===== config.mk =====
export PLATFORM = sky130hd
export DESIGN_NAME = ifetch_unit
export DESIGN_NICKNAME = d
export VERILOG_FILES = /design/src/rtl/ifetch_unit.sv
export SDC_FILE = /design/constraint.sdc
export NUM_CORES = 1
export LEC_CHECK = 0
export ABC_CLOCK_PERIOD_IN_PS = 1700
export BUFFER_PORTS_ARGS = -buffer_cell sky130_fd_sc_hd__buf_2
export CAP_MARGIN = 0
export CORE_MARGIN = 2
export CORE_UTILIZATION = 43
export CTS_CLUSTER_SIZE = 24
export DETAILED_ROUTE_END_ITERATION = 10
export HOLD_SLACK_MARGIN = 0.05
export PLACE_DENSITY = 0.85
export SYNTH_ARGS = -nofsm -noshare
export SYNTH_HDL_FRONTEND = slang
export SYNTH_SLANG_ARGS = --single-unit

===== constraint.sdc =====
create_clock -name clk -period 1.7 [get_ports clk]
set_clock_uncertainty 0.05 [all_clocks]
set_input_delay 0.085 -clock clk [delete_from_list [all_inputs] [get_ports clk]]
set_output_delay 0.085 -clock clk [all_outputs]
set_load 0.005 [all_outputs]

===== src/rtl/ifetch_unit.sv =====
// Instruction fetch stage: one outstanding imem request, holds the fetched word
// for decode under valid/ready and drives the PC register's load enable.
module ifetch_unit #(
  parameter logic [31:0] RESET_INSTR = 32'h0000_0013,
  parameter int          ADDR_W      = 32
) (
  input  logic              clk,
  input  logic              arst,
  input  logic [ADDR_W-1:0] pc,
  output logic              pc_load,
  input  logic              flush,
  output logic              imem_req,
  output logic [ADDR_W-1:0] imem_addr,
  input  logic              imem_gnt,
  input  logic              imem_rvalid,
  input  logic [31:0]       imem_rdata,
  input  logic              imem_err,
  output logic [31:0]       instr,
  output logic [ADDR_W-1:0] instr_pc,
  output logic              instr_valid,
  input  logic              instr_ready,
  output logic              fault
);

  typedef enum logic [2:0] {S_IDLE, S_REQ, S_WAIT, S_DROP, S_VALID, S_FAULT} state_t;

  state_t            r_state, w_next;
  logic [31:0]       r_instr;
  logic [ADDR_W-1:0] r_instr_pc;
  logic              w_misalign;

  assign w_misalign = (pc[1:0] != 2'b00);
  assign imem_addr  = pc;
  assign instr      = r_instr;
  assign instr_pc   = r_instr_pc;

  always_ff @(posedge clk) begin
    if (!arst) r_state <= S_IDLE;
    else       r_state <= w_next;
  end

  always_comb begin
    w_next = r_state;
    case (r_state)
      S_IDLE: w_next = S_REQ;
      S_REQ: begin
        if (w_misalign)    w_next = S_FAULT;
        else if (imem_gnt) w_next = flush ? S_DROP : S_WAIT;
      end
      // A squashed response is discarded even if it carries an error.
      S_WAIT: begin
        if (imem_rvalid) begin
          if (flush)         w_next = S_REQ;
          else if (imem_err) w_next = S_FAULT;
          else               w_next = S_VALID;
        end else if (flush) begin
          w_next = S_DROP;
        end
      end
      S_DROP:  if (imem_rvalid) w_next = S_REQ;
      S_VALID: if (flush || instr_ready) w_next = S_REQ;
      S_FAULT: w_next = S_FAULT;
      default: w_next = S_IDLE;
    endcase
  end

  always_comb begin
    imem_req    = 1'b0;
    pc_load     = 1'b0;
    instr_valid = 1'b0;
    fault       = 1'b0;
    case (r_state)
      S_REQ:   imem_req    = !w_misalign;
      S_VALID: begin
        instr_valid = 1'b1;
        pc_load     = instr_ready && !flush;
      end
      S_FAULT: fault       = 1'b1;
      default: ;
    endcase
  end

  always_ff @(posedge clk) begin
    if (!arst) begin
      r_instr    <= RESET_INSTR;
      r_instr_pc <= '0;
    end else begin
      if (flush && r_state != S_FAULT)
        r_instr <= RESET_INSTR;
      else if (r_state == S_WAIT && imem_rvalid && !imem_err)
        r_instr <= imem_rdata;
      if (r_state == S_REQ && imem_gnt && !w_misalign)
        r_instr_pc <= pc;
    end
  end

endmodule


==> results.ini <==
[logic_synthesis]
yosys.area_share.simple_pct=24.3
fraction_of_registers_with_async_set_or_reset_after_synthesis_pct=0
synth.mux.area_fraction_pct=0.351
netlist_top_cells_area=sky130_fd_sc_hd__dfxtp_1 47%, sky130_fd_sc_hd__nand2_1 17%, sky130_fd_sc_hd__buf_4 9.7%, sky130_fd_sc_hd__a21boi_1 7.9%, sky130_fd_sc_hd__a21oi_1 5.4%
dominantRegCellSynth=sky130_fd_sc_hd__dfxtp_1
synth-seq-cells=67
synthDistinctLibCells=30
count_of_flip_flops_with_a_built_in_enable_after_synthesis=0
post_synth.cell_area_avg_um2=8.18
largest_area_contributor_in_the_synthesized_netlist=sky130_fd_sc_hd__dfxtp_1
synth_largest_type_area_fraction_pct=47.0
yosysWarningCount=0
post_synth_fa_ha_maj_area_fraction_pct=0
post-synth-top-count-cell=sky130_fd_sc_hd__nand2_1
ys_top_cells_by_count=129 x sky130_fd_sc_hd__nand2_1, 67 x sky130_fd_sc_hd__dfxtp_1, 37 x sky130_fd_sc_hd__buf_4, 31 x sky130_fd_sc_hd__a21oi_1, 30 x sky130_fd_sc_hd__a21boi_1
netlist_instances=349
combinational_family_with_the_most_area_after_synthesis=simple AND/OR/NAND/NOR gates
synth_fp_nets=420
synthXorXnorAreaFrac_pct=0
synth-compound-area-share_pct=14.7
mappedNetlistArea_um2=2860
synth-seq-area-share_pct=47.0

[route]
viasPerCell=4.81
drt_pre_antenna_iters=5
drt-total-wl_um=8350
route.detailed.drc=0
final_routed_wire_length_divided_by_cell_count_um=13.3
drtIter0Drc=108
num_vias=3022
final_antenna_net_count=0

[setup_path]
slowest_delay_ns=0.32
cp.required_ns=1.56
startpoint_type=register
crit_path_end_kind=primary output
crit_path_max_fanout=11
path_cells=buf_4 -> nand2b_1 -> nor4b_1 -> buf_2
timing.critical_path.buf_inv=2
timing.setup.critical_path_class=register to primary output
critPathSlowestCell=sky130_fd_sc_hd__dfxtp_1
timing.critical_path.max_delay_family=simple AND/OR/NAND/NOR gates
worst_ep_arrival_time_ns=1.38

[power]
sequentialPowerShare_pct=44.6
vdd_drop_max_v=0.000626
cellPowerDensity_nw_per_um2=817
net_sw_power_uw=782
comb_power_share_pct=11.5
p_leak_uw=0.00202
internal_power_uw=2800
swShare_pct=21.8
power_frac_clock_pct=43.9

[cts]
clk_path_buf_depth=2
post-cts-setup-buffer-count=0
cts-buffers-inserted=9
cts_tree=done
clock_insertion_delay_worst_skew_ns=0.33
tritoncts_num_sinks=67
root_buffer=sky130_fd_sc_hd__clkbuf_8
clkTransAtPathRegs_ns=0.08
cts.htree.levels=3
gates_resized_cts_repair=0

[finish]
nets=618
syn_to_final_growth_pct=53.6
antenna_cells=0
final-instance-count-excl-fill=628
drive_gt1_share_pct=35.9

[timing]
final_hold_viol_count=0
worst-slew-pin-transition_ns=0.418
slew-limit-headroom_pct=72.1
rsz0062_at_grt=false
timing_max_transition_violations_final=0
tns_ns=0
timing.final.crit_share_pct=89.1
final-setup-viol-count=0
achievable_freq_ghz=0.660
crit_path_setup_slack_layout_ns=0.185
post-route-min-period_ns=1.52

[global_routing]
met3_usage_pct=4.09
grt_antenna_before_repair=0
grt_max_degree=33
grt_use_met1_pct=22.7
gr-max-usage-layer=met2
grt.total_usage_pct=22.3
global_routing_usage_on_met2_pct=42.0
grt_pass1_vias=2892
gr-total-overflow=0
grt_first_pass_wirelength_um=12900

[flow_run]
drv_cap=0

[die]
initial_core_util_pct=44.7
fp.coreArea_um2=6390
die_w_um=85.5
io-pin-count=171
dieHeight_um=85.5
floorplan.rows=29
die-area_um2=7310

[placement]
placement.io_buffers=170
globalplace.congestion=0.823
dp.cells=551
place.detailed.hpwl_um=5210
dpl_ws_ns=0.222

[min_path]
hold_class=primary input to register

[outcome]
run_status=complete, no violations

[area by class of cell]
class / count / area [um2]
clock buffer: 9 / 124
clock inverter: 6 / 114
fill: 501 / 2000
inverter: 1 / 3.75
multi-input combinational: 226 / 1120
sequential: 67 / 1340
tap: 77 / 96.3
timing repair buffer: 242 / 1580
[final timing paths]
check | startpoint | to | slack [ns] | cells after the start
worst max-delay path | r_state[1]$_SDFFE_PN0P_ | pc_load | 0.18 | 4
worst min-delay path | flush | instr[0]$_SDFFE_PP1P_ | 0.07 | 3
worst max register to register | r_state[2]$_SDFFE_PN0P_ | instr[1]$_SDFFE_PP1P_ | 0.24 | 3
worst min register to register | instr_pc[6]$_SDFFE_PN0P_ | instr_pc[6]$_SDFFE_PN0P_ | 0.40 | 2
[what timing repair did]
item | 4_1_cts | 5_1_grt
hold buffers | 62 | 0
endpoints found under the hold margin | 62 | 0
setup endpoints to repair | 0 | 0
[kinds of logic (layout without fill, tap and decap cells)]
| family | Yosys count | after routing |
|---|---|---|
| buffers and inverters | 56 | 258 |
| DFF | 67 | 67 |
| and+or+nand+nor | 158 | 158 |
| muxes | 1 | 1 |
| AOI/OAI and AO/OA | 67 | 67 |
[metal layers]
layer,vias to the layer above,share of wire (%)
met5,-,0
met4,0,3.3
met3,29,6.2
met2,136,53
met1,1356,37
li1,1501,-
[worst min-delay path: cells and delay by family]
| family | cells | cell delay [ns] |
|---|---|---|
| simple gates | 2 | 0.20 |
| buf+inv | 1 | 0.13 |
[flip-flops by register name (all words and copies together), names as in the netlist]
name      flops
instr        32
instr_pc     32
r_state       3
[through the flow]
step	area, um2	utilization (%)	hold WS (ns)	total power, uW
3_5_place_dp	3530	55.3	0.266	1930
6_report	4390	68.7	0.0664	3580
3_3_place_gp	3530	55.3	0.257	1920
4_1_cts	4390	68.7	0.0577	3600
5_1_grt	4390	68.7	0.0948	3730
2_1_floorplan	2860	-	0.151	1800
[power groups by stage]
stage	Combinational [uW]	Clock [uW]	Sequential [uW]
after floorplan	168	0	1630
after global placement	291	0	1630
after detailed placement	295	0	1630
after CTS	405	1600	1600
after global routing	446	1680	1600
final	413	1570	1600
[placed cells by master (no fill, tap or decap), types with 2 or more instances in the layout]
cell,count
sky130_fd_sc_hd__nand4_1,3
sky130_fd_sc_hd__clkinvlp_4,2
sky130_fd_sc_hd__nor2_1,4
sky130_fd_sc_hd__buf_2,170
sky130_fd_sc_hd__a21oi_1,31
sky130_fd_sc_hd__nor4_1,2
sky130_fd_sc_hd__and3_1,3
sky130_fd_sc_hd__dfxtp_1,67
sky130_fd_sc_hd__buf_12,3
sky130_fd_sc_hd__nor3_1,2
sky130_fd_sc_hd__bufinv_16,3
sky130_fd_sc_hd__and2b_1,2
sky130_fd_sc_hd__nand2_1,129
sky130_fd_sc_hd__clkbuf_8,9
sky130_fd_sc_hd__nor3b_1,4
sky130_fd_sc_hd__nor4b_1,2
sky130_fd_sc_hd__buf_4,7
sky130_fd_sc_hd__dlygate4sd3_1,62
sky130_fd_sc_hd__a21boi_1,30
sky130_fd_sc_hd__o21ai_0,2
(Power assumes the default switching activity.)
